<file path="src/rtl/breakout_pkg.sv">
// Shared Breakout definitions: game phase encoding, brick count, 8x16 digit font
// and the BCD increment helper used by the score counter.
package breakout_pkg;

    typedef enum logic [1:0] {
        IDLE = 2'd0,
        PLAY = 2'd1,
        WIN  = 2'd2,
        LOSE = 2'd3
    } game_state_t;

    localparam int BRICK_NUM   = 50;
    localparam int FONT_ROWS   = 16;
    localparam int FONT_DIGITS = 10;

    // Rows 0..15 of each digit; bit 7 is the leftmost pixel.
    localparam logic [7:0] FONT [0:FONT_DIGITS*FONT_ROWS-1] = '{
        8'h00, 8'h00, 8'h7C, 8'hC6, 8'hC6, 8'hCE, 8'hDE, 8'hF6, 8'hE6, 8'hC6, 8'hC6, 8'h7C, 8'h00, 8'h00, 8'h00, 8'h00,
        8'h00, 8'h00, 8'h18, 8'h38, 8'h78, 8'h18, 8'h18, 8'h18, 8'h18, 8'h18, 8'h18, 8'h7E, 8'h00, 8'h00, 8'h00, 8'h00,
        8'h00, 8'h00, 8'h7C, 8'hC6, 8'h06, 8'h0C, 8'h18, 8'h30, 8'h60, 8'hC0, 8'hC6, 8'hFE, 8'h00, 8'h00, 8'h00, 8'h00,
        8'h00, 8'h00, 8'h7C, 8'hC6, 8'h06, 8'h06, 8'h3C, 8'h06, 8'h06, 8'h06, 8'hC6, 8'h7C, 8'h00, 8'h00, 8'h00, 8'h00,
        8'h00, 8'h00, 8'h0C, 8'h1C, 8'h3C, 8'h6C, 8'hCC, 8'hFE, 8'h0C, 8'h0C, 8'h0C, 8'h1E, 8'h00, 8'h00, 8'h00, 8'h00,
        8'h00, 8'h00, 8'hFE, 8'hC0, 8'hC0, 8'hC0, 8'hFC, 8'h06, 8'h06, 8'h06, 8'hC6, 8'h7C, 8'h00, 8'h00, 8'h00, 8'h00,
        8'h00, 8'h00, 8'h38, 8'h60, 8'hC0, 8'hC0, 8'hFC, 8'hC6, 8'hC6, 8'hC6, 8'hC6, 8'h7C, 8'h00, 8'h00, 8'h00, 8'h00,
        8'h00, 8'h00, 8'hFE, 8'hC6, 8'h06, 8'h06, 8'h0C, 8'h18, 8'h30, 8'h30, 8'h30, 8'h30, 8'h00, 8'h00, 8'h00, 8'h00,
        8'h00, 8'h00, 8'h7C, 8'hC6, 8'hC6, 8'hC6, 8'h7C, 8'hC6, 8'hC6, 8'hC6, 8'hC6, 8'h7C, 8'h00, 8'h00, 8'h00, 8'h00,
        8'h00, 8'h00, 8'h7C, 8'hC6, 8'hC6, 8'hC6, 8'h7E, 8'h06, 8'h06, 8'h06, 8'h0C, 8'h78, 8'h00, 8'h00, 8'h00, 8'h00
    };

    // Three-digit BCD +1 with ripple carry; callers never pass 999.
    function automatic logic [11:0] bcd_inc(input logic [11:0] value);
        logic [11:0] result;
        result = value;
        if (value[3:0] != 4'd9) begin
            result[3:0] = value[3:0] + 4'd1;
        end else begin
            result[3:0] = 4'd0;
            if (value[7:4] != 4'd9) begin
                result[7:4] = value[7:4] + 4'd1;
            end else begin
                result[7:4]  = 4'd0;
                result[11:8] = value[11:8] + 4'd1;
            end
        end
        return result;
    endfunction

endpackage

</file>
<file path="src/rtl/digit_font.sv">
// Combinational glyph lookup: one 8-pixel row of a decimal digit.
module digit_font
    import breakout_pkg::*;
(
    input  logic [3:0] digit,
    input  logic [3:0] row,
    output logic [7:0] bitmap
);

    logic [7:0] index;

    assign index  = {digit, row};
    // Non-decimal codes render blank rather than reading past the table.
    assign bitmap = (digit <= 4'd9) ? FONT[index] : 8'h00;

endmodule

</file>
<file path="src/rtl/score_overlay.sv">
// Breakout score: counts rising brick-collision bits, drains them one per cycle
// into a saturating 3-digit BCD score, and draws the score as an RGB565 overlay.
module score_overlay
    import breakout_pkg::*;
#(
    parameter int          ORIGIN_X = 560,
    parameter int          ORIGIN_Y = 8,
    parameter logic [15:0] FG_COLOR = 16'hFFFF
) (
    input  logic                 vga_clk,
    input  logic                 sys_rst,
    input  logic [9:0]           pix_x,
    input  logic [9:0]           pix_y,
    input  logic [BRICK_NUM-1:0] brick_collision,
    input  logic [1:0]           game_state,
    input  logic                 game_reset,
    output logic [15:0]          pix_data,
    output logic [11:0]          score_bcd,
    output logic                 score_sat
);

    logic [BRICK_NUM-1:0] prev_coll_reg;
    logic [BRICK_NUM-1:0] new_hits;
    logic [5:0]           hit_sum;
    logic [5:0]           hit_cnt;
    logic [5:0]           pending_reg, pending_next;
    logic [6:0]           pending_sum;
    logic [11:0]          score_reg, score_next;
    logic                 sat_reg, sat_next;
    logic [2:0]           digit_nine;
    logic                 score_at_max;
    logic [15:0]          pix_reg, pix_next;

    assign new_hits = brick_collision & ~prev_coll_reg;

    always_comb begin
        hit_sum = '0;
        for (int i = 0; i < BRICK_NUM; i++) begin
            hit_sum = hit_sum + 6'(new_hits[i]);
        end
    end

    assign hit_cnt = (game_state == PLAY && !game_reset) ? hit_sum : 6'd0;

    genvar gi;
    generate
        for (gi = 0; gi < 3; gi++) begin : g_nine
            assign digit_nine[gi] = (score_reg[gi*4 +: 4] == 4'd9);
        end
    endgenerate

    assign score_at_max = &digit_nine;

    always_comb begin
        // Widened so pending + 50 new hits cannot wrap before clamping.
        pending_sum  = {1'b0, pending_reg} + {1'b0, hit_cnt} - {6'd0, pending_reg != 6'd0};
        pending_next = (pending_sum > 7'd63) ? 6'd63 : pending_sum[5:0];
        score_next   = score_reg;
        if (pending_reg != 6'd0 && !score_at_max) begin
            score_next = bcd_inc(score_reg);
        end
        if (game_reset) begin
            pending_next = 6'd0;
            score_next   = 12'h000;
        end
    end

    assign sat_next = (score_next == 12'h999);

    // Pixel path: offsets wrap to large values left of / above the field.
    logic [10:0] dx, dy;
    logic        in_field;
    logic [1:0]  glyph;
    logic [3:0]  glyph_digit;
    logic [7:0]  glyph_bits;
    logic        lit;

    assign dx       = {1'b0, pix_x} - 11'(ORIGIN_X);
    assign dy       = {1'b0, pix_y} - 11'(ORIGIN_Y);
    assign in_field = (dx < 11'd24) && (dy < 11'd16);
    assign glyph    = dx[4:3];

    always_comb begin
        glyph_digit = 4'd0;
        case (glyph)
            2'd0:    glyph_digit = score_reg[11:8];
            2'd1:    glyph_digit = score_reg[7:4];
            2'd2:    glyph_digit = score_reg[3:0];
            default: glyph_digit = 4'd0;
        endcase
    end

    digit_font u_font (
        .digit  (glyph_digit),
        .row    (dy[3:0]),
        .bitmap (glyph_bits)
    );

    assign lit      = glyph_bits[3'd7 - dx[2:0]];
    assign pix_next = (in_field && lit) ? FG_COLOR : 16'h0000;

    always_ff @(posedge vga_clk or posedge sys_rst) begin
        if (sys_rst) begin
            prev_coll_reg <= '0;
            pending_reg   <= 6'd0;
            score_reg     <= 12'h000;
            sat_reg       <= 1'b0;
            pix_reg       <= 16'h0000;
        end else begin
            prev_coll_reg <= brick_collision;
            pending_reg   <= pending_next;
            score_reg     <= score_next;
            sat_reg       <= sat_next;
            pix_reg       <= pix_next;
        end
    end

    assign score_bcd = score_reg;
    assign score_sat = sat_reg;
    assign pix_data  = pix_reg;

endmodule

</file>
<file path="config.mk">
export PLATFORM = sky130hd
export DESIGN_NAME = score_overlay
export DESIGN_NICKNAME = d
export VERILOG_FILES = /design/src/rtl/breakout_pkg.sv /design/src/rtl/digit_font.sv /design/src/rtl/score_overlay.sv
export SDC_FILE = /design/constraint.sdc
export NUM_CORES = 1
export LEC_CHECK = 0
export BUFFER_PORTS_ARGS = -buffer_cell sky130_fd_sc_hd__buf_2
export CAP_MARGIN = 20
export CELL_PAD_IN_SITES_DETAIL_PLACEMENT = 1
export CELL_PAD_IN_SITES_GLOBAL_PLACEMENT = 2
export CORE_MARGIN = 2
export CORE_UTILIZATION = 35
export DETAILED_ROUTE_END_ITERATION = 12
export GPL_TIMING_DRIVEN = 1
export PLACE_DENSITY = 0.84
export SLEW_MARGIN = 20
export SYNTH_ARGS = -nofsm -noshare
export SYNTH_HDL_FRONTEND = slang
export SYNTH_SLANG_ARGS = --single-unit
</file>
<file path="constraint.sdc">
create_clock -name vga_clk -period 17.14 [get_ports vga_clk]
set_input_delay 3.428 -clock vga_clk [delete_from_list [all_inputs] [get_ports vga_clk]]
set_output_delay 3.428 -clock vga_clk [all_outputs]
set_load 0.005 [all_outputs]
</file>
==> results.ini <==
[status]
status=completed

[routing]
via_density_per_instance=5.11
route.vias.total=4474
final_antenna_net_count=0
drt-initial-drc-count=285
drt_drc_violations_left=0
avgRoutedWirePerCell_um=18.1
drt_pass1_iterations=4
routed_wirelength_mm=15.8

[placed_design]
gp_routability_congestion=0.899
dp_hpwl_mm=12.1
detailed_place.area_um2=6180
placed_cells_incl_taps=858
placement.setup.worst_slack_ns=6.75
io_buffers=103

[timing]
setup_tns_ns=0
timing.final.ws_setup_ns=7.06
timing.final.max_slew_violations=0
post-route-period-util=0.588
setup_viol_count_final=0
slew_headroom=0.394
fmaxAchievable_mhz=99.2
post-route-min-period_ns=10.08
worst_hold_slack_ns=0.673
worst_slew_pin_slew_ns=0.910
finClkSkew_ns=0.00790
grt_setup_unrepaired=no
hold_violations_final=0

[clock_network]
ctsRootBufferMaster=sky130_fd_sc_hd__clkbuf_16
clkTransAtPathRegs_ns=0.05
number_of_levels_in_the_clock_h_tree=3
clkSinkCount=70
cts_hold_buffers=0
clk_path_buf_depth=2
cts_setup_buffers=0
cts_tree=done
later_pin_clock_latency_in_the_skew_report_ns=0.34
cts_resized=0
cts-buffers-inserted=9

[setup_path]
max_stage_delay_ns=0.58
crit_path_end_kind=flip-flop
endpoint_arrival_time_on_the_critical_path_ns=10.27
r2r_cells=27
reg2reg_slack_ns=9.91
critPathMaxFanout=6
worstSetupStartpointType=input port
req_time_crit_path_ns=17.33
worst_r2r_startpoint=prev_coll_reg[17]
timing.critical_path.slowest_stage_cell=sky130_fd_sc_hd__fa_1
timing.setup.critical_path_class=in2reg
worstReg2RegEnd=pending_reg[3]
cpMostUsedCell=sky130_fd_sc_hd__fa_1

[die]
floorplan.initialDensity=0.356
floorplan.die_area_um2=17100
fp-row-count=46
core_area_um2=15800
die_span_x_um=131
number_of_top_level_pins=104
die_height_um=131

[power_and_ir_drop]
ir_drop_uv=96.8
netSwitchingFraction=0.413
internal_power_w=0.000617
power.share.clock=0.207
power_frac_comb=0.609
power-per-cell-area_nw_per_um2=161
seq_power_share=0.184
power.net_switching_w=0.000434
leakagePower_nw=3.07

[yosys]
leading_register_cell_type_out_of_synthesis=sky130_fd_sc_hd__dfrtp_1
netlist.top_cell.by_area=sky130_fd_sc_hd__dfrtp_1
unique_cell_type_count_in_the_yosys_netlist=71
synth_enable_flop_cells=0
synth.net_count=727
postSynthAreaPerCell_um2=9.80
synth.yosys.seq_area_share=0.312
synth_largest_type_area_fraction=0.312
async_reset_ff_frac=1.00
yosys-top-cells-area=sky130_fd_sc_hd__dfrtp_1, sky130_fd_sc_hd__fa_1, sky130_fd_sc_hd__ha_1, sky130_fd_sc_hd__inv_1, sky130_fd_sc_hd__nand2b_1
netlist_area_um2=5620
yosys_register_bits=70
yosys_warnings=0
synthCells=573

[min_path]
hp-class=reg2reg
hold_path.startpoint=score_bcd[11]
worst_hold_path.num_cells=2
min_delay_worst_endpoint=score_bcd[11]

[global_routing]
grt_antenna_before_repair=0
grt_max_degree=71
grt_util_all_layers=0.194
grt_remaining_overflow=0
grt_pass1_wl_mm=25.4
first_global_vias=4885

[flow_run]
drv.max_cap_violation_count=0

[layout]
layout-drive-gt1-share=0.213
design_area_um2=6530
finalNetCount=807
area_growth_pct=16.3
stdcell_count=875
largest_register_ffs=50

cell usage in the layout (no fill, tap or decap), types with 22 or more instances in the layout:
master / instances
sky130_fd_sc_hd__a21oi_1: 26
sky130_fd_sc_hd__fa_1: 42
sky130_fd_sc_hd__nand2_1: 32
sky130_fd_sc_hd__nand2b_1: 37
sky130_fd_sc_hd__ha_1: 37
sky130_fd_sc_hd__dfrtp_1: 70
sky130_fd_sc_hd__inv_1: 70
sky130_fd_sc_hd__nor2_1: 27
sky130_fd_sc_hd__buf_2: 103
sky130_fd_sc_hd__nor2b_1: 22
cell usage after synthesis, types with 3 or more instances:
library cell and count:
sky130_fd_sc_hd__a21o_1 6, sky130_fd_sc_hd__mux2i_1 9, sky130_fd_sc_hd__o21ai_0 16, sky130_fd_sc_hd__nand2_1 32, sky130_fd_sc_hd__nand2b_1 37, sky130_fd_sc_hd__or3_1 4, sky130_fd_sc_hd__nor2_1 27, sky130_fd_sc_hd__nand3_1 12
sky130_fd_sc_hd__buf_6 4, sky130_fd_sc_hd__a31oi_1 8, sky130_fd_sc_hd__clkbuf_1 7, sky130_fd_sc_hd__mux2_2 4, sky130_fd_sc_hd__nor2b_1 22, sky130_fd_sc_hd__nor3b_1 5, sky130_fd_sc_hd__ha_1 37, sky130_fd_sc_hd__inv_1 71
sky130_fd_sc_hd__a311oi_1 4, sky130_fd_sc_hd__xnor2_1 9, sky130_fd_sc_hd__a211oi_1 11, sky130_fd_sc_hd__nor3_1 6, sky130_fd_sc_hd__a21oi_1 26, sky130_fd_sc_hd__dfrtp_1 70, sky130_fd_sc_hd__fa_1 42, sky130_fd_sc_hd__buf_4 17
sky130_fd_sc_hd__o211ai_1 13, sky130_fd_sc_hd__o221ai_1 3, sky130_fd_sc_hd__buf_2 7, sky130_fd_sc_hd__xor2_1 7
worst max-delay path: cells and delay by family:
kind | cells | cell delay (ns)
AO/OA/AOI/OAI | 6 | 1.04
XOR/XNOR | 2 | 0.52
adder cells (fa/ha/maj) | 10 | 4.53
buffers and inverters | 7 | 0.53
AND/OR/NAND/NOR | 2 | 0.22
per-layer routing:
| metal | vias up | share of wire | GRT usage | routed length [um] |
|---|---|---|---|---|
| met3 | 26 | 0.039 | 0.0305 | 616 |
| met5 | - | 0 | 0 | 0 |
| met1 | 2234 | 0.41 | 0.239 | 6550 |
| met2 | 127 | 0.53 | 0.347 | 8370 |
| li1 | 2087 | - | - | - |
| met4 | 0 | 0.020 | 0.0645 | 309 |
how the worst max path moves through the flow:
stage	cells past startpoint	startpoint	end
final	27	brick_collision[0]	pending_reg[3]
after global routing	27	brick_collision[0]	pending_reg[1]
after CTS	27	brick_collision[0]	pending_reg[3]
after detailed placement	24	brick_collision[0]	pending_reg[3]
after global placement	24	brick_collision[0]	pending_reg[1]
after floorplan	23	brick_collision[0]	pending_reg[1]
logic make-up (layout without fill, tap and decap cells):
family / count (synthesis) / in the layout / synth area share
AO/OA/AOI/OAI: 122 / 122 / 0.154
XOR/XNOR: 16 / 16 / 0.0250
adder cells (fa/ha/maj): 79 / 79 / 0.232
buffers and inverters: 109 / 194 / 0.0911
flip-flops: 70 / 70 / 0.312
multiplexers: 15 / 15 / 0.0287
other: 0 / 1 / 0
AND/OR/NAND/NOR: 162 / 162 / 0.157
area by class of cell:
| cell class | count | area (um^2) |
|---|---|---|
| Multi-Input combinational cell | 394 | 3350 |
| Fill cell | 1874 | 9240 |
| Clock buffer | 10 | 239 |
| Antenna cell | 1 | 2.50 |
| Tap cell | 216 | 270 |
| Sequential cell | 70 | 1750 |
| Inverter | 73 | 274 |
| Clock inverter | 6 | 109 |
| Timing Repair Buffer | 105 | 531 |
power by group through the flow:
stage,combinational [W],clock (W),sequential (W)
2_1_floorplan,0.000494,0,0.000191
3_3_place_gp,0.000600,0,0.000195
3_5_place_dp,0.000636,0,0.000196
4_1_cts,0.000654,0.000221,0.000193
5_1_grt,0.000743,0.000228,0.000194
6_report,0.000640,0.000218,0.000193
stage by stage:
stage,power [W],util
6_report,0.00105,0.414
3_5_place_dp,0.000831,0.392
3_3_place_gp,0.000795,0.392
2_1_floorplan,0.000685,-
4_1_cts,0.00107,0.414
5_1_grt,0.00117,0.414
Note: power is estimated with default switching activity, not from simulation.
